--- config.mk ---
export PLATFORM = sky130hd
export DESIGN_NAME = rr_arbiter7
export DESIGN_NICKNAME = d
export VERILOG_FILES = /design/src/rtl/rr_arbiter7_pkg.sv /design/src/rtl/rr_arbiter7_pick7.sv /design/src/rtl/rr_arbiter7.sv
export SDC_FILE = /design/constraint.sdc
export NUM_CORES = 1
export LEC_CHECK = 0
export BUFFER_PORTS_ARGS = -buffer_cell sky130_fd_sc_hd__buf_2
export CELL_PAD_IN_SITES_DETAIL_PLACEMENT = 2
export CELL_PAD_IN_SITES_GLOBAL_PLACEMENT = 2
export CORE_ASPECT_RATIO = 0.9
export CORE_MARGIN = 1
export CORE_UTILIZATION = 25
export CTS_BUF_LIST = sky130_fd_sc_hd__clkbuf_4 sky130_fd_sc_hd__clkbuf_8
export DETAILED_ROUTE_END_ITERATION = 6
export PLACE_DENSITY = 0.74
export SLEW_MARGIN = 25
export SYNTH_ARGS = -nofsm -noshare
export SYNTH_HDL_FRONTEND = slang
export SYNTH_SLANG_ARGS = --single-unit
export TNS_END_PERCENT = 10
--- constraint.sdc ---
create_clock -name clk -period 4.85 [get_ports clk]
set_input_delay 0.2425 -clock clk [delete_from_list [all_inputs] [get_ports clk]]
set_output_delay 0.2425 -clock clk [all_outputs]
set_load 0.02 [all_outputs]
--- src/rtl/rr_arbiter7_pkg.sv ---
// Shared definitions for the 7-way round-robin arbiter.
package rr_arbiter7_pkg;

    localparam int N_REQ = 7;
    localparam int IDX_W = 3;

    typedef enum logic {
        ST_IDLE = 1'b0,
        ST_BUSY = 1'b1
    } state_e;

    // Reduce a value in 0..13 to a requester index 0..6.
    function automatic logic [IDX_W-1:0] wrap7(input logic [IDX_W:0] v);
        logic [IDX_W:0] r;
        r = (v >= 4'd7) ? (v - 4'd7) : v;
        return r[IDX_W-1:0];
    endfunction

endpackage

--- src/rtl/rr_arbiter7_pick7.sv ---
// Round-robin selector: first set request bit strictly after ptr, wrapping 6->0.
module rr_pick7
    import rr_arbiter7_pkg::*;
(
    input  logic [N_REQ-1:0] req,
    input  logic [IDX_W-1:0] ptr,
    output logic             any,
    output logic [IDX_W-1:0] idx,
    output logic [N_REQ-1:0] oh
);

    logic [IDX_W-1:0] base;   // first index examined
    logic [N_REQ-1:0] rot;    // req rotated so that bit 0 is 'base'
    logic [IDX_W-1:0] off;    // offset of winner within rot

    assign base = (ptr >= IDX_W'(N_REQ - 1)) ? '0 : ptr + 1'b1;

    genvar gi;
    generate
        for (gi = 0; gi < N_REQ; gi++) begin : g_rot
            assign rot[gi] = req[wrap7({1'b0, base} + (IDX_W + 1)'(gi))];
        end
    endgenerate

    // Priority-encode the lowest set bit of the rotated vector.
    always_comb begin
        off = '0;
        for (int k = N_REQ - 1; k >= 0; k--) begin
            if (rot[k]) begin
                off = IDX_W'(k);
            end
        end
    end

    assign any = |req;
    assign idx = any ? wrap7({1'b0, base} + {1'b0, off}) : '0;

    generate
        for (gi = 0; gi < N_REQ; gi++) begin : g_oh
            assign oh[gi] = any && (idx == IDX_W'(gi));
        end
    endgenerate

endmodule

--- src/rtl/rr_arbiter7.sv ---
// 7-way round-robin arbiter with done/timeout release and pending-request count.
module rr_arbiter7
    import rr_arbiter7_pkg::*;
#(
    parameter int TIMEOUT = 15,
    parameter int TW      = 4
) (
    input  logic             clk,
    input  logic             rst,
    input  logic [N_REQ-1:0] req,
    input  logic             done,
    output logic             gnt_valid,
    output logic [IDX_W-1:0] gnt_idx,
    output logic [N_REQ-1:0] gnt_oh,
    output logic             timeout,
    output logic [IDX_W-1:0] pend_cnt
);

    state_e           state_q, state_d;
    logic [IDX_W-1:0] last_ptr_q, last_ptr_d;
    logic [TW-1:0]    hold_q, hold_d;
    logic             gnt_valid_q, gnt_valid_d;
    logic [IDX_W-1:0] gnt_idx_q, gnt_idx_d;
    logic [N_REQ-1:0] gnt_oh_q, gnt_oh_d;
    logic             timeout_q, timeout_d;
    logic [IDX_W-1:0] pend_q;

    logic             pick_any;
    logic [IDX_W-1:0] pick_idx;
    logic [N_REQ-1:0] pick_oh;
    logic             to_hit;

    rr_pick7 u_pick (
        .req (req),
        .ptr (last_ptr_q),
        .any (pick_any),
        .idx (pick_idx),
        .oh  (pick_oh)
    );

    // Timeout fires on the TIMEOUT-th cycle of a tenure (hold counter starts at 0).
    assign to_hit = (TIMEOUT != 0) && (hold_q == TW'(TIMEOUT - 1));

    // Popcount of req as a balanced adder tree.
    logic [1:0] s01, s23, s45;
    logic [2:0] s0123, s456, pop;
    assign s01   = {1'b0, req[0]} + {1'b0, req[1]};
    assign s23   = {1'b0, req[2]} + {1'b0, req[3]};
    assign s45   = {1'b0, req[4]} + {1'b0, req[5]};
    assign s0123 = {1'b0, s01} + {1'b0, s23};
    assign s456  = {1'b0, s45} + {2'b00, req[6]};
    assign pop   = s0123 + s456;

    // Next-state and registered-output logic for the grant FSM.
    always_comb begin
        state_d     = state_q;
        last_ptr_d  = last_ptr_q;
        hold_d      = hold_q;
        gnt_valid_d = gnt_valid_q;
        gnt_idx_d   = gnt_idx_q;
        gnt_oh_d    = gnt_oh_q;
        timeout_d   = 1'b0;
        case (state_q)
            ST_IDLE: begin
                if (pick_any) begin
                    state_d     = ST_BUSY;
                    gnt_valid_d = 1'b1;
                    gnt_idx_d   = pick_idx;
                    gnt_oh_d    = pick_oh;
                    hold_d      = '0;
                end
            end
            ST_BUSY: begin
                hold_d = hold_q + 1'b1;
                if (done || to_hit) begin
                    state_d     = ST_IDLE;
                    last_ptr_d  = gnt_idx_q;
                    gnt_valid_d = 1'b0;
                    gnt_idx_d   = '0;
                    gnt_oh_d    = '0;
                    hold_d      = '0;
                    // done takes precedence, so a coincident timeout is silent
                    timeout_d   = !done;
                end
            end
            default: state_d = ST_IDLE;
        endcase
    end

    // State and output registers; pend count tracks req every cycle.
    always_ff @(posedge clk) begin
        if (rst) begin
            state_q     <= ST_IDLE;
            last_ptr_q  <= IDX_W'(N_REQ - 1);
            hold_q      <= '0;
            gnt_valid_q <= 1'b0;
            gnt_idx_q   <= '0;
            gnt_oh_q    <= '0;
            timeout_q   <= 1'b0;
            pend_q      <= '0;
        end else begin
            state_q     <= state_d;
            last_ptr_q  <= last_ptr_d;
            hold_q      <= hold_d;
            gnt_valid_q <= gnt_valid_d;
            gnt_idx_q   <= gnt_idx_d;
            gnt_oh_q    <= gnt_oh_d;
            timeout_q   <= timeout_d;
            pend_q      <= pop;
        end
    end

    assign gnt_valid = gnt_valid_q;
    assign gnt_idx   = gnt_idx_q;
    assign gnt_oh    = gnt_oh_q;
    assign timeout   = timeout_q;
    assign pend_cnt  = pend_q;

endmodule

* After elaboration in Yosys (flattened, before gate mapping)
Cells that the tools add are included.
** Cells by class
- Shifts and indexed selects :: 0
- Equal/unequal tests :: 9
- Multiply operators :: 0
- Mux-type cells :: 46
- Div/mod/pow operators :: 0
- $lt $le $gt $ge :: 16
- $add $sub $neg :: 23
- Bitwise operators :: 2
- Reduce and logical (&&, ||, !) cells :: 14
** Operators by type and width (number)
- 2-to-1 mux 3 bit :: 19
- >= comparator 4 x 3 -> 1 bit, second input constant :: 7
- < comparator 3 x 4 -> 1 bit, second input constant :: 7
- subtractor 3 bit, second input constant :: 8
- binary-select mux 1 bit (select 3 bit) :: 7
- 2-to-1 mux 7 bit :: 2
- case mux 7 bit (2 select lines) :: 1
- adder 3 x 3 -> 4 bit, second input constant :: 3
- 2-to-1 mux 1 bit :: 11
- == test 3 bit, second input constant :: 3
- adder 3 x 2 -> 4 bit, second input constant :: 2
- 2-to-1 mux 4 bit :: 2
- case mux 4 bit (2 select lines) :: 1
- logical AND 1 bit :: 7
- OR reduction 7 bit :: 1
- adder 1 x 1 -> 2 bit :: 3
- == test 3 x 2 -> 1 bit, second input constant :: 2
- >= comparator 3 bit, second input constant :: 2
- case mux 3 bit (2 select lines) :: 1
- adder 3 x 1 -> 4 bit, second input constant :: 1
- adder 3 x 3 -> 4 bit :: 1
- adder 4 x 1 -> 4 bit, second input constant :: 1
- == test 4 bit, second input constant :: 1
- != test 2 x 1 -> 1 bit, second input constant :: 2
- other kinds (12) :: 15
** Storage, ports and cells
- Output and inout bits :: 15
- Memories kept :: 0
- Bits of input ports :: 10
- Bits in writable memories :: 0
- ROM bits :: 0
- Register bits after elaboration :: 23
- Bits in latches :: 0

* Logic depth before layout (Yosys ltp)
Gate-level depths: netlist of the first run.
- Depth in word-level cells :: 22
- Gate-level depth with buffers :: 25
- Gate-level depth less buffers :: 21

* Modules after synthesis
Synthesis of the first run repeated with hierarchy kept, for this count alone.
** Second synthesis, totals
- Cell total of the unflattened synthesis :: 324
- Area total of the unflattened synthesis :: 2627.5 sq um
** Modules (own cells, without submodules)
- rr_pick7 :: cells each 211, area an instance 1586.5 sq um, times used 1
- rr_arbiter7 :: cells each 113, area an instance 1041.0 sq um, times used 1

* Worst setup path after synthesis of the first run
OpenSTA, ideal clock, no wires.
- Path kind :: register to register
- Start point :: register last_ptr_q[0]
- End point :: register gnt_idx_q[1] (netlist: gnt_idx[1])
- Data required time :: 4730 ps
- Buffers on the path :: 4
- Setup slack :: -193 ps
- Arrival :: 4923 ps
- Stages on the path, launching flop included :: 24
- Path through :: dfxtp_1 > ha_1 > buf_2 > nor2b_1 > buf_2 > inv_1 > ha_1 > clkbuf_1 > inv_1 > a31o_1 > a221o_1 > a221o_1 > o41ai_2 > nand2_1 > a21oi_1 > xnor2_1 > ha_1 > ha_1 > clkbuf_1 > and2_1 > and2_1 > a211o_2 > and3_1 > a211o_1
** Between the ends
- Longest elaborated chain between the ends :: 20
** Ends and longest elaborated chain
- start, declared :: line rr_arbiter7.sv:20 : logic [IDX_W-1:0] last_ptr_q, last_ptr_d;
- start signal, assigned :: line rr_arbiter7.sv:94 : last_ptr_q <= IDX_W'(N_REQ - 1);
- start signal, assigned :: line rr_arbiter7.sv:103 : last_ptr_q <= last_ptr_d;
- adder 3 x 1 -> 3 bit or >= comparator 3 bit (tied branches) :: line rr_arbiter7_pick7.sv:16 : assign base = (ptr >= IDX_W'(N_REQ - 1)) ? '0 : ptr + 1'b1;
- 2-to-1 mux 3 bit (*) :: line rr_arbiter7_pick7.sv:16
- adder 3 x 3 -> 4 bit :: line rr_arbiter7_pick7.sv:21 : assign rot[gi] = req[wrap7({1'b0, base} + (IDX_W + 1)'(gi))];
- >= comparator 4 x 3 -> 1 bit or subtractor 3 bit (tied branches) :: line rr_arbiter7_pkg.sv:15 : r = (v >= 4'd7) ? (v - 4'd7) : v;
- 2-to-1 mux 3 bit :: line rr_arbiter7_pkg.sv:15
- binary-select mux 1 bit (select 3 bit) :: line rr_arbiter7_pick7.sv:21
- 2-to-1 mux 1 bit (not written as such) :: line rr_arbiter7_pick7.sv:21
- 2-to-1 mux 3 bit (7 in series) :: line rr_arbiter7_pick7.sv:29 : if (rot[k]) begin
- adder 3 x 3 -> 4 bit (*) :: line rr_arbiter7_pick7.sv:36 : assign idx = any ? wrap7({1'b0, base} + {1'b0, off}) : '0;
- >= comparator 4 x 3 -> 1 bit or subtractor 3 bit (tied branches) :: line rr_arbiter7_pkg.sv:15
- 2-to-1 mux 3 bit (*) :: line rr_arbiter7_pkg.sv:15
- 2-to-1 mux 3 bit (*) :: line rr_arbiter7_pick7.sv:36
- 2-to-1 mux 3 bit (*) :: line rr_arbiter7.sv:65 : if (pick_any) begin
- case mux 3 bit (2 select lines) (*) :: line rr_arbiter7.sv:63 : case (state_q)
- end signal, assigned :: line rr_arbiter7.sv:106 : gnt_idx_q <= gnt_idx_d;
- end, declared :: line rr_arbiter7.sv:23 : logic [IDX_W-1:0] gnt_idx_q, gnt_idx_d;
Mark *: on every way between the ends. The rest lies on a longest branch, timed or not. The select of a mux whose other input is x is not followed.
A chain may end at the register's enable or synchronous reset.

* Worst setup path after layout of the first run
- Start point :: register last_ptr_q[1]
- End point :: register gnt_idx_q[1] (netlist: gnt_idx[1])
Same word-level chain as after synthesis.

==> results of run 1 <==
sequential cells by signal, indices dropped and copies added (netlist names):
name        flops
pend_cnt        3
gnt_idx         3
state_q         1
gnt_oh          7
gnt_valid       1
hold_q          4
timeout         1
last_ptr_q      3
stage by stage:
stage | util, % | instance area (um^2) | hold slack, ns
after floorplan | - | 2980 | 0.322
after global placement | 29.7 | 3390 | 0.436
after detailed placement | 29.7 | 3390 | 0.445
after CTS | 31.0 | 3550 | 0.149
after global routing | 32.9 | 3770 | 0.149
final | 32.9 | 3770 | 0.157
cells in the final DEF, fill, tap and decap left out, types with 11 or more instances in the layout:
cell and instances:
o21ai_0 11, nand2_1 38, inv_1 23, a21oi_1 24, buf_4 41, nor2_1 35, buf_2 24, dfxtp_1 22
metal layers:
layer | wire length, um | vias to the layer above
met1 | 5380 | 1723
met4 | 184 | 0
met2 | 6400 | 56
li1 | - | 1540
met5 | 0 | -
met3 | 295 | 15
where the power goes:
group          internal, mW  total, mW  leakage, nW  switching [mW]
clock network        0.0582      0.126       0.0217          0.0677
registers             0.222      0.249        0.188          0.0266
logic                 0.482       1.16         1.29           0.674
path summary, 6_finish.rpt:
path                 start    endpoint  slack [ns]
max          last_ptr_q[1]  gnt_idx[1]        0.04
min                   done     timeout        0.16
max reg2reg  last_ptr_q[1]  gnt_idx[1]        0.04
min reg2reg      gnt_oh[4]   gnt_oh[4]        0.45
cell type report:
cell class,instances,area share (%)
multi-input cells,315,66.2
clock inverters,1,0.199
inverters,26,2.72
repair buffers,68,12.3
clock buffers,3,1.10
flip-flops and latches,23,12.3
well taps,156,5.18
what timing repair did:
action | CTS | global route
pin swaps | 1 | 9
endpoints found under the hold margin | 0 | 0
gates resized for setup | 20 | 28
endpoints found under the setup margin | 10 | 9
cloned | 0 | 0
buffers inserted | 2 | 11
critical path, cell delays in order (launching register included):
cell and delay [ns]:
dfxtp_4 0.38, ha_1 0.31, nor2b_4 0.15, buf_4 0.14, ha_4 0.19, inv_1 0.13, buf_4 0.17, a211oi_1 0.08
a311oi_1 0.33, o211ai_1 0.24, a211oi_2 0.30, nand2_1 0.16, a21oi_2 0.25, xnor2_2 0.17, ha_4 0.24, ha_2 0.20
and3_1 0.23, nor2_2 0.13, o21ai_2 0.11, a211o_4 0.37, and3_1 0.20, a211o_1 0.24
cell families after synthesis:
group	share of synthesized area, %
buffers and inverters	7.75
DFF	15.7
adders and majority gates	9.97
and+or+nand+nor	24.8
muxes	6.56
AOI/OAI and AO/OA	31.3
xor gates and xnor gates	3.96
==> run_summary.xml, run 1 <==
<?xml version="1.0" encoding="UTF-8"?>
<metrics>
  <group name="hold_path">
    <metric name="hold_depth" unit="">2</metric>
    <metric name="hp-class" unit="">input pin to flip-flop</metric>
  </group>
  <group name="timing">
    <metric name="worst_slack" unit="ns">0.0351</metric>
    <metric name="setup_viol" unit="">0</metric>
    <metric name="clock_skew" unit="ns">0.00540</metric>
    <metric name="layout_min_cycle_time" unit="ns">4.81</metric>
    <metric name="hold_viol_final" unit="">0</metric>
    <metric name="final_slew_violations" unit="">0</metric>
    <metric name="setup_total_negative_slack" unit="ns">0</metric>
    <metric name="timing.final.crit_share" unit="%">99.3</metric>
    <metric name="max_freq" unit="GHz">0.208</metric>
    <metric name="tightestPinTransition" unit="ns">0.914</metric>
    <metric name="relSlewSlack" unit="%">38.4</metric>
  </group>
  <group name="worst_setup_path">
    <metric name="worstSetupPathType" unit="">flip-flop to flip-flop</metric>
    <metric name="required" unit="ns">5.01</metric>
    <metric name="worst_ep_arrival_time" unit="ns">4.97</metric>
    <metric name="largest_driver_fanout_on_the_critical_path" unit="">8</metric>
    <metric name="worstSetupStartpointType" unit="">flip-flop</metric>
    <metric name="ff2ff_path_depth" unit="">21</metric>
    <metric name="end_kind" unit="">flip-flop</metric>
  </group>
  <group name="clock_tree">
    <metric name="cts_buffers" unit="">3</metric>
    <metric name="quantity_of_hold_fixing_buffers_added_after_cts" unit="">0</metric>
    <metric name="htree_num_levels" unit="">1</metric>
    <metric name="cts-root-buf" unit="">clkbuf_8</metric>
    <metric name="clock_input_transition_at_the_sequential_cells_of_the_worst_setup_and_hold_paths" unit="ns">0.09</metric>
    <metric name="insertion_delay" unit="ns">0.27</metric>
    <metric name="cts_buffer_depth" unit="">2</metric>
    <metric name="clock_sinks" unit="">23</metric>
    <metric name="cts_tree" unit="">yes</metric>
  </group>
  <group name="logic_synthesis">
    <metric name="post-synth-top-area-fraction" unit="%">15.7</metric>
    <metric name="postSynthCellCount" unit="">392</metric>
    <metric name="postSynth.asyncResetShare" unit="%">0</metric>
    <metric name="mappedNetlistArea" unit="mm^2">0.00294</metric>
    <metric name="postSynthRegisterBits" unit="">23</metric>
    <metric name="post-synth-top-area-cell" unit="">dfxtp_1</metric>
    <metric name="synth.most_common_cell" unit="">nand2_1</metric>
    <metric name="yosys-top-cells-area" unit="">dfxtp_1 (16%), ha_1 (7.2%), nand2_1 (5.0%), nor2_1 (4.7%), a21oi_1 (4.6%)</metric>
    <metric name="synth.cells.most_frequent" unit="">nand2_1 (39), nor2_1 (37), a21oi_1 (27)</metric>
    <metric name="yosys_warnings" unit="">0</metric>
    <metric name="seq_area_frac_synth" unit="%">15.7</metric>
    <metric name="synth_edf_count" unit="">0</metric>
    <metric name="synth_fp_nets" unit="">423</metric>
    <metric name="synth_ff_type" unit="">dfxtp_1</metric>
    <metric name="yosysUniqueCellTypes" unit="">76</metric>
    <metric name="avgSynthCellArea" unit="um^2">7.49</metric>
  </group>
  <group name="global_route">
    <metric name="overflow" unit="">0</metric>
    <metric name="via_count_of_the_first_global_routing_pass" unit="">3506</metric>
    <metric name="grt_first_pass_wirelength" unit="um">18300</metric>
    <metric name="grt.busiest_layer" unit="">met2</metric>
    <metric name="antenna_found_initial" unit="">0</metric>
    <metric name="global_route_met2_utilization" unit="%">33.7</metric>
    <metric name="gr-usage-met3" unit="%">1.22</metric>
    <metric name="met1_track_utilization_from_global_routing" unit="%">25.3</metric>
    <metric name="grt_max_degree" unit="">31</metric>
    <metric name="global_route.usage.total" unit="%">19.0</metric>
  </group>
  <group name="final_layout">
    <metric name="finalNonFillerCells" unit="">592</metric>
    <metric name="drive_above_1_share" unit="%">29.1</metric>
    <metric name="area.growth.synth_to_final" unit="%">28.2</metric>
    <metric name="fillers" unit="">1334</metric>
    <metric name="multi_input_area" unit="mm^2">0.00249</metric>
    <metric name="seqCellArea" unit="um^2">464</metric>
    <metric name="nNetsFinal" unit="">468</metric>
    <metric name="insertedDiodeCount" unit="">0</metric>
  </group>
  <group name="floorplan">
    <metric name="floorplan.rows" unit="">37</metric>
    <metric name="fp.coreArea" unit="mm^2">0.0114</metric>
    <metric name="die_h" unit="um">105</metric>
    <metric name="fp.dieArea" unit="mm^2">0.0122</metric>
    <metric name="start_util" unit="%">25.7</metric>
    <metric name="die_x" unit="um">116</metric>
    <metric name="floorplan.io_pins" unit="">25</metric>
  </group>
  <group name="place">
    <metric name="dp_hpwl" unit="um">8380</metric>
    <metric name="place.detailed.instances" unit="">575</metric>
    <metric name="pre_cts_ws" unit="ns">-0.296</metric>
    <metric name="place_congestion" unit="">0.849</metric>
    <metric name="place.port_buffers" unit="">24</metric>
  </group>
  <group name="route">
    <metric name="routed_wirelength" unit="um">12300</metric>
    <metric name="route.antenna.remaining_nets" unit="">0</metric>
    <metric name="detailedRoute.firstPassIterationCount" unit="">4</metric>
    <metric name="drt-vias-per-instance" unit="">5.63</metric>
    <metric name="drc" unit="">0</metric>
    <metric name="route.vias.total" unit="">3334</metric>
    <metric name="detail_route.iter0.violations" unit="">198</metric>
    <metric name="routedWlPerCell" unit="um">20.7</metric>
  </group>
  <group name="power">
    <metric name="p_leak" unit="nW">1.50</metric>
    <metric name="power.ir.vdd_worst" unit="mV">0.150</metric>
    <metric name="pwr_density_cell" unit="mW/mm^2">407</metric>
    <metric name="power.total" unit="mW">1.53</metric>
  </group>
  <group name="job">
    <metric name="cap_violations" unit="">0</metric>
  </group>
  <group name="outcome">
    <metric name="status" unit="">finished, final reports clean</metric>
  </group>
</metrics>
No activity file was read; power rests on OpenSTA's default activity.
==> run 2: changes to the inputs <==
- CORE_ASPECT_RATIO: 0.9 -> 1.75
==> run 2 against run 1 <==
The run now ends with negative setup slack left. Setup slack lost 0.058 ns. Largest power group unchanged. Largest cell class unchanged. Critical path depth increased by 1. Via count is 1.8% higher. Cell area decreased by 0.70%.
==> run_summary.xml, run 2 (same netlist as run 1, synthesis figures left out) <==
<?xml version="1.0" encoding="UTF-8"?>
<metrics>
  <group name="hold_path">
    <metric name="hp-class" unit="">input pin to flip-flop</metric>
    <metric name="hold_depth" unit="">2</metric>
  </group>
  <group name="timing">
    <metric name="worst_slack" unit="ns">-0.0229</metric>
    <metric name="hold_viol_final" unit="">0</metric>
    <metric name="relSlewSlack" unit="%">48.6</metric>
    <metric name="tightestPinTransition" unit="ns">0.764</metric>
    <metric name="clock_skew" unit="ns">0.00183</metric>
    <metric name="timing.final.crit_share" unit="%">100</metric>
    <metric name="setup_viol" unit="">1</metric>
    <metric name="layout_min_cycle_time" unit="ns">4.87</metric>
    <metric name="final_slew_violations" unit="">0</metric>
    <metric name="setup_total_negative_slack" unit="ns">-0.0229</metric>
    <metric name="max_freq" unit="GHz">0.205</metric>
  </group>
  <group name="place">
    <metric name="place.detailed.instances" unit="">564</metric>
    <metric name="place_congestion" unit="">0.943</metric>
    <metric name="place.port_buffers" unit="">24</metric>
    <metric name="dp_hpwl" unit="um">9500</metric>
    <metric name="placement.cell_area" unit="mm^2">0.00345</metric>
  </group>
  <group name="route">
    <metric name="drt-vias-per-instance" unit="">5.89</metric>
    <metric name="routed_wirelength" unit="um">13500</metric>
    <metric name="route.antenna.remaining_nets" unit="">0</metric>
    <metric name="routedWlPerCell" unit="um">23.4</metric>
    <metric name="detail_route.iter0.violations" unit="">166</metric>
    <metric name="drc" unit="">0</metric>
    <metric name="route.vias.total" unit="">3393</metric>
    <metric name="detailedRoute.firstPassIterationCount" unit="">4</metric>
  </group>
  <group name="worst_setup_path">
    <metric name="worstSetupPathType" unit="">flip-flop to flip-flop</metric>
    <metric name="largest_driver_fanout_on_the_critical_path" unit="">8</metric>
    <metric name="rrSetupSlack" unit="ns">-0.02</metric>
    <metric name="worstSetupStartpointType" unit="">flip-flop</metric>
    <metric name="worst_r2r_endpoint" unit="">gnt_idx[0]</metric>
    <metric name="ff2ff_path_depth" unit="">22</metric>
    <metric name="required" unit="ns">5.03</metric>
    <metric name="worst_setup_path_startpoint" unit="">last_ptr_q[1]</metric>
    <metric name="end_kind" unit="">flip-flop</metric>
    <metric name="r2r_start" unit="">last_ptr_q[1]</metric>
    <metric name="worst_ep_arrival_time" unit="ns">5.05</metric>
    <metric name="crit_end" unit="">gnt_idx[0]</metric>
  </group>
  <group name="floorplan">
    <metric name="start_util" unit="%">25.5</metric>
    <metric name="die_h" unit="um">145</metric>
    <metric name="fp.dieArea" unit="mm^2">0.0122</metric>
    <metric name="floorplan.io_pins" unit="">25</metric>
    <metric name="floorplan.rows" unit="">52</metric>
    <metric name="die_x" unit="um">83.9</metric>
    <metric name="fp.coreArea" unit="mm^2">0.0115</metric>
  </group>
  <group name="clock_tree">
    <metric name="insertion_delay" unit="ns">0.28</metric>
    <metric name="cts_tree" unit="">yes</metric>
    <metric name="clock_sinks" unit="">23</metric>
    <metric name="clock_input_transition_at_the_sequential_cells_of_the_worst_setup_and_hold_paths" unit="ns">0.08</metric>
    <metric name="cts_buffers" unit="">3</metric>
    <metric name="cts-root-buf" unit="">clkbuf_8</metric>
    <metric name="quantity_of_hold_fixing_buffers_added_after_cts" unit="">0</metric>
    <metric name="htree_num_levels" unit="">1</metric>
    <metric name="cts_buffer_depth" unit="">2</metric>
  </group>
  <group name="global_route">
    <metric name="grt_first_pass_wirelength" unit="um">19800</metric>
    <metric name="grt_max_degree" unit="">31</metric>
    <metric name="via_count_of_the_first_global_routing_pass" unit="">3740</metric>
    <metric name="global_route.usage.total" unit="%">20.5</metric>
    <metric name="overflow" unit="">0</metric>
    <metric name="antenna_found_initial" unit="">0</metric>
  </group>
  <group name="final_layout">
    <metric name="layout.cell_area.non_filler" unit="mm^2">0.00374</metric>
    <metric name="area.growth.synth_to_final" unit="%">27.3</metric>
    <metric name="finalNonFillerCells" unit="">576</metric>
    <metric name="nNetsFinal" unit="">473</metric>
    <metric name="drive_above_1_share" unit="%">29.3</metric>
    <metric name="fillers" unit="">1343</metric>
    <metric name="commonest_cells_after_routing_fill_and_taps_aside" unit="">buf_4 (48), nand2_1 (38), nor2_1 (35)</metric>
    <metric name="insertedDiodeCount" unit="">0</metric>
    <metric name="largest_reg_flops" unit="">7</metric>
    <metric name="mostFrequentLayoutCell" unit="">buf_4</metric>
    <metric name="utilization" unit="%">32.5</metric>
  </group>
  <group name="outcome">
    <metric name="status" unit="">finished with violations</metric>
    <metric name="violations_in_the_final_reports" unit="">negative setup slack</metric>
  </group>
  <group name="power">
    <metric name="power_frac_clock" unit="%">8.2</metric>
    <metric name="seqPwrFrac" unit="%">15.6</metric>
    <metric name="power_report.internal_total" unit="uW">774</metric>
    <metric name="power.ir.vdd_worst" unit="mV">0.256</metric>
    <metric name="p_leak" unit="nW">1.51</metric>
    <metric name="power_switching_share" unit="%">50.8</metric>
    <metric name="psw" unit="uW">801</metric>
    <metric name="share_comb_of_total_power" unit="%">76.1</metric>
    <metric name="pwr_density_cell" unit="mW/mm^2">421</metric>
    <metric name="power.total" unit="mW">1.57</metric>
  </group>
  <group name="job">
    <metric name="cap_violations" unit="">0</metric>
  </group>
</metrics>
==> run 2: area by class of cell <==
| cell class | count | area [um^2] | area share (%) |
|---|---|---|---|
| Clock buffer | 4 | 48.8 | 1.30 |
| Inverter | 26 | 100 | 2.68 |
| Multi-Input combinational cell | 315 | 2460 | 65.7 |
| Sequential cell | 23 | 464 | 12.4 |
| Tap cell | 135 | 169 | 4.52 |
| Timing Repair Buffer | 73 | 500 | 13.4 |
==> run 2: power groups by stage <==
| stage | Sequential, mW | Clock [mW] | Combinational [mW] |
|---|---|---|---|
| finish | 0.246 | 0.130 | 1.20 |
| global route | 0.250 | 0.142 | 1.28 |
| CTS | 0.246 | 0.138 | 1.06 |
| detailed placement | 0.250 | 0 | 1.03 |
| global placement | 0.248 | 0 | 0.982 |
| floorplan | 0.282 | 0 | 0.642 |
==> run 2: worst max-delay path, stage by stage, from the launching register on <==
cell and delay [ns]:
dfxtp_4 0.37, ha_2 0.23, buf_4 0.16, nor2_4 0.16, inv_4 0.09, ha_4 0.20, or4_1 0.50, a21oi_2 0.24
nor3_4 0.08, nor4_2 0.33, a21oi_2 0.10, buf_4 0.17, a21oi_4 0.19, a21oi_4 0.10, xnor2_2 0.20, ha_4 0.24
ha_2 0.20, and3_1 0.23, nor2_2 0.12, o21ai_2 0.10, a211oi_1 0.41, xnor2_1 0.16, a22o_1 0.20
==> run 2: through the flow <==
| stage | setup slack, ns | hold slack, ns |
|---|---|---|
| 2_1_floorplan | 0.0150 | 0.322 |
| 3_3_place_gp | 0.0567 | 0.438 |
| 3_5_place_dp | -0.224 | 0.444 |
| 4_1_cts | 0.0235 | 0.137 |
| 5_1_grt | -0.188 | 0.145 |
| 6_report | -0.0229 | 0.150 |
==> run 2: how the worst min path moves through the flow <==
stage	startpoint	endpoint	slack, ns
2_1_floorplan	done	timeout	0.32
3_3_place_gp	gnt_oh[6]	gnt_oh[6]	0.44
3_5_place_dp	done	timeout	0.44
4_1_cts	done	timeout	0.14
5_1_grt	done	timeout	0.14
6_report	done	timeout	0.15
==> run 2: timing repair <==
| item | in CTS | in global routing |
|---|---|---|
| endpoints found under the setup margin | 9 | 9 |
| gates resized for setup | 12 | 27 |
| pin swaps | 2 | 13 |
| buffers inserted | 0 | 8 |
| hold endpoints to repair | 0 | 0 |
| cloned | 0 | 0 |
==> run 2: routing by layer <==
metal / global-route usage, % / part of all wire [%] / up-vias
met5: 0 / 0 / -
met4: 10.5 / 6.3 / 0
met3: 1.42 / 2.8 / 52
met2: 41.2 / 56 / 88
met1: 20.3 / 35 / 1704
li1: - / - / 1549
==> run 3: changes to the inputs <==
- CELL_PAD_IN_SITES_DETAIL_PLACEMENT: 2 -> 0
- SETUP_SLACK_MARGIN: unset -> 0.3
==> run 3 against run 2 <==
The flow finishes with violations (design-rule violations). Non-clock buffer count shrank 17. Final cell count decreased by 3.0%. First-iteration DRC count fell by 6.0%. Global-route usage shrank 3.7 points. Setup slack improved by 0.37 ns. Clock power is 11% lower. Clock skew is 0.0023 ns higher. Die area stayed put. Critical path type unchanged.
==> run_summary.xml, run 3 (same netlist as run 1, synthesis figures left out) <==
<?xml version="1.0" encoding="UTF-8"?>
<metrics>
  <group name="final_layout">
    <metric name="nNetsFinal" unit="">456</metric>
    <metric name="multi_input_area" unit="mm^2">0.00260</metric>
    <metric name="drive_above_1_share" unit="%">30.0</metric>
    <metric name="seqCellArea" unit="um^2">465</metric>
    <metric name="largest_reg_flops" unit="">7</metric>
    <metric name="fillers" unit="">1220</metric>
    <metric name="area.growth.synth_to_final" unit="%">27.9</metric>
    <metric name="insertedDiodeCount" unit="">0</metric>
    <metric name="mostFrequentLayoutCell" unit="">nand2_1</metric>
    <metric name="finalNonFillerCells" unit="">559</metric>
    <metric name="layout.cell_area.non_filler" unit="mm^2">0.00376</metric>
    <metric name="commonest_cells_after_routing_fill_and_taps_aside" unit="">nand2_1 (37), nor2_1 (35), buf_4 (29)</metric>
  </group>
  <group name="hold_path">
    <metric name="worst_hold_startpoint" unit="">done</metric>
    <metric name="hp-class" unit="">input pin to flip-flop</metric>
  </group>
  <group name="power">
    <metric name="power_switching_share" unit="%">48.3</metric>
    <metric name="power_report.internal_total" unit="uW">779</metric>
    <metric name="seqPwrFrac" unit="%">16.3</metric>
    <metric name="psw" unit="uW">726</metric>
    <metric name="pwr_density_cell" unit="mW/mm^2">401</metric>
    <metric name="power_frac_clock" unit="%">7.7</metric>
    <metric name="share_comb_of_total_power" unit="%">76.0</metric>
    <metric name="power.ir.vdd_worst" unit="mV">0.368</metric>
    <metric name="power.total" unit="mW">1.51</metric>
    <metric name="p_leak" unit="nW">1.44</metric>
  </group>
  <group name="floorplan">
    <metric name="fp.coreArea" unit="mm^2">0.0115</metric>
    <metric name="die_x" unit="um">83.9</metric>
    <metric name="start_util" unit="%">25.5</metric>
    <metric name="fp.dieArea" unit="mm^2">0.0122</metric>
    <metric name="floorplan.rows" unit="">52</metric>
    <metric name="floorplan.io_pins" unit="">25</metric>
    <metric name="die_h" unit="um">145</metric>
  </group>
  <group name="place">
    <metric name="place.detailed.instances" unit="">546</metric>
    <metric name="pre_cts_ws" unit="ns">-0.0679</metric>
    <metric name="place.port_buffers" unit="">24</metric>
    <metric name="dp_hpwl" unit="um">7980</metric>
    <metric name="placement.cell_area" unit="mm^2">0.00341</metric>
    <metric name="place_congestion" unit="">0.868</metric>
  </group>
  <group name="clock_tree">
    <metric name="clock_input_transition_at_the_sequential_cells_of_the_worst_setup_and_hold_paths" unit="ns">0.08</metric>
    <metric name="cts_tree" unit="">yes</metric>
    <metric name="cts_buffers" unit="">3</metric>
    <metric name="clock_sinks" unit="">23</metric>
    <metric name="cts-root-buf" unit="">clkbuf_8</metric>
    <metric name="htree_num_levels" unit="">1</metric>
    <metric name="quantity_of_hold_fixing_buffers_added_after_cts" unit="">0</metric>
    <metric name="insertion_delay" unit="ns">0.26</metric>
    <metric name="cts_buffer_depth" unit="">2</metric>
  </group>
  <group name="global_route">
    <metric name="global_route.usage.total" unit="%">16.8</metric>
    <metric name="grt_max_degree" unit="">31</metric>
    <metric name="antenna_found_initial" unit="">0</metric>
    <metric name="grt_first_pass_wirelength" unit="um">16600</metric>
    <metric name="overflow" unit="">0</metric>
    <metric name="via_count_of_the_first_global_routing_pass" unit="">3264</metric>
  </group>
  <group name="timing">
    <metric name="hold_viol_final" unit="">0</metric>
    <metric name="clock_skew" unit="ns">0.00411</metric>
    <metric name="max_freq" unit="GHz">0.222</metric>
    <metric name="timing.final.crit_share" unit="%">92.8</metric>
    <metric name="layout_min_cycle_time" unit="ns">4.50</metric>
    <metric name="setup_viol" unit="">0</metric>
    <metric name="final_slew_violations" unit="">0</metric>
    <metric name="worst_slack" unit="ns">0.349</metric>
    <metric name="tightestPinTransition" unit="ns">0.550</metric>
    <metric name="relSlewSlack" unit="%">62.3</metric>
    <metric name="rsz_0062_raised_after_global_routing" unit="">true</metric>
  </group>
  <group name="route">
    <metric name="drt-vias-per-instance" unit="">5.67</metric>
    <metric name="detail_route.iter0.violations" unit="">156</metric>
    <metric name="routed_wirelength" unit="um">10300</metric>
    <metric name="route.vias.total" unit="">3167</metric>
    <metric name="route.antenna.remaining_nets" unit="">0</metric>
    <metric name="routedWlPerCell" unit="um">18.4</metric>
    <metric name="drc" unit="">6</metric>
    <metric name="detailedRoute.firstPassIterationCount" unit="">6</metric>
  </group>
  <group name="worst_setup_path">
    <metric name="rrSetupSlack" unit="ns">0.35</metric>
    <metric name="worstSetupStartpointType" unit="">flip-flop</metric>
    <metric name="ff2ff_path_depth" unit="">21</metric>
    <metric name="r2r_start" unit="">last_ptr_q[1]</metric>
    <metric name="crit_end" unit="">gnt_oh[2]</metric>
    <metric name="required" unit="ns">5.04</metric>
    <metric name="worstSetupPathType" unit="">flip-flop to flip-flop</metric>
    <metric name="worst_setup_path_startpoint" unit="">last_ptr_q[1]</metric>
    <metric name="worst_ep_arrival_time" unit="ns">4.70</metric>
    <metric name="end_kind" unit="">flip-flop</metric>
    <metric name="largest_driver_fanout_on_the_critical_path" unit="">8</metric>
    <metric name="worst_r2r_endpoint" unit="">gnt_oh[2]</metric>
  </group>
  <group name="outcome">
    <metric name="status" unit="">finished with violations</metric>
    <metric name="violations_in_the_final_reports" unit="">design-rule violations</metric>
  </group>
  <group name="job">
    <metric name="cap_violations" unit="">0</metric>
  </group>
</metrics>
-- run 3: power groups by stage --
stage	clock network (mW)	logic, mW	registers [mW]
after floorplan	0	0.713	0.283
after global placement	0	0.979	0.249
after detailed placement	0	0.978	0.249
after CTS	0.121	1.07	0.246
after global routing	0.130	1.23	0.251
final	0.116	1.14	0.245
-- run 3: timing repair --
| item | in CTS | in global routing |
|---|---|---|
| resized for setup | 16 | 26 |
| setup endpoints to repair | 10 | 10 |
| setup buffers | 7 | 2 |
| hold endpoints to repair | 0 | 0 |
| pin swaps | 8 | 18 |
-- run 3: worst min path at each step --
stage	to	slack [ns]	cells after the start
3_5_place_dp	timeout	0.44	2
2_1_floorplan	timeout	0.32	1
5_1_grt	timeout	0.16	2
6_report	timeout	0.16	2
4_1_cts	timeout	0.16	2
3_3_place_gp	gnt_oh[6]	0.44	2
-- run 3: final cells by class --
| type | count | area share (%) |
|---|---|---|
| multi-input cells | 315 | 69.2 |
| flip-flops and latches | 23 | 12.4 |
| repair buffers | 56 | 9.99 |
| well taps | 135 | 4.50 |
| inverters | 26 | 2.73 |
| clock buffers | 3 | 1.10 |
| clock inverters | 1 | 0.133 |
-- run 3: critical path, cell delays in order (launching register included) --
cell     delay (ns)
dfxtp_4        0.38
ha_4           0.27
nor2b_4        0.14
buf_6          0.11
inv_4          0.03
ha_4           0.36
inv_4          0.07
a31o_1         0.22
a221o_1        0.34
a221o_1        0.31
o41ai_4        0.10
nand2_2        0.15
buf_4          0.18
nor3_1         0.19
ha_2           0.26
inv_1          0.13
and3_4         0.18
nor2_2         0.10
o21ai_2        0.09
a211o_4        0.36
mux2_4         0.33
o21ai_2        0.13
-- run 3: layer usage --
layer  vias to the layer above  global-route usage [%]  part of all wire, %  routed length, um
li1                       1515                       -                    -                  -
met1                      1518                    17.4                   37               3820
met2                        92                    32.6                   55               5620
met3                        42                    1.42                  3.6                370
met4                         0                    8.88                  4.8                491
met5                         -                       0                    0                  0
-- run 3: stage by stage --
stage / hold WS [ns] / utilization (%) / setup TNS (ns)
finish: 0.165 / 32.6 / 0
global route: 0.164 / 32.6 / 0
CTS: 0.158 / 31.3 / 0
detailed placement: 0.438 / 29.7 / -0.0697
global placement: 0.437 / 29.7 / -0.0459
floorplan: 0.322 / - / 0
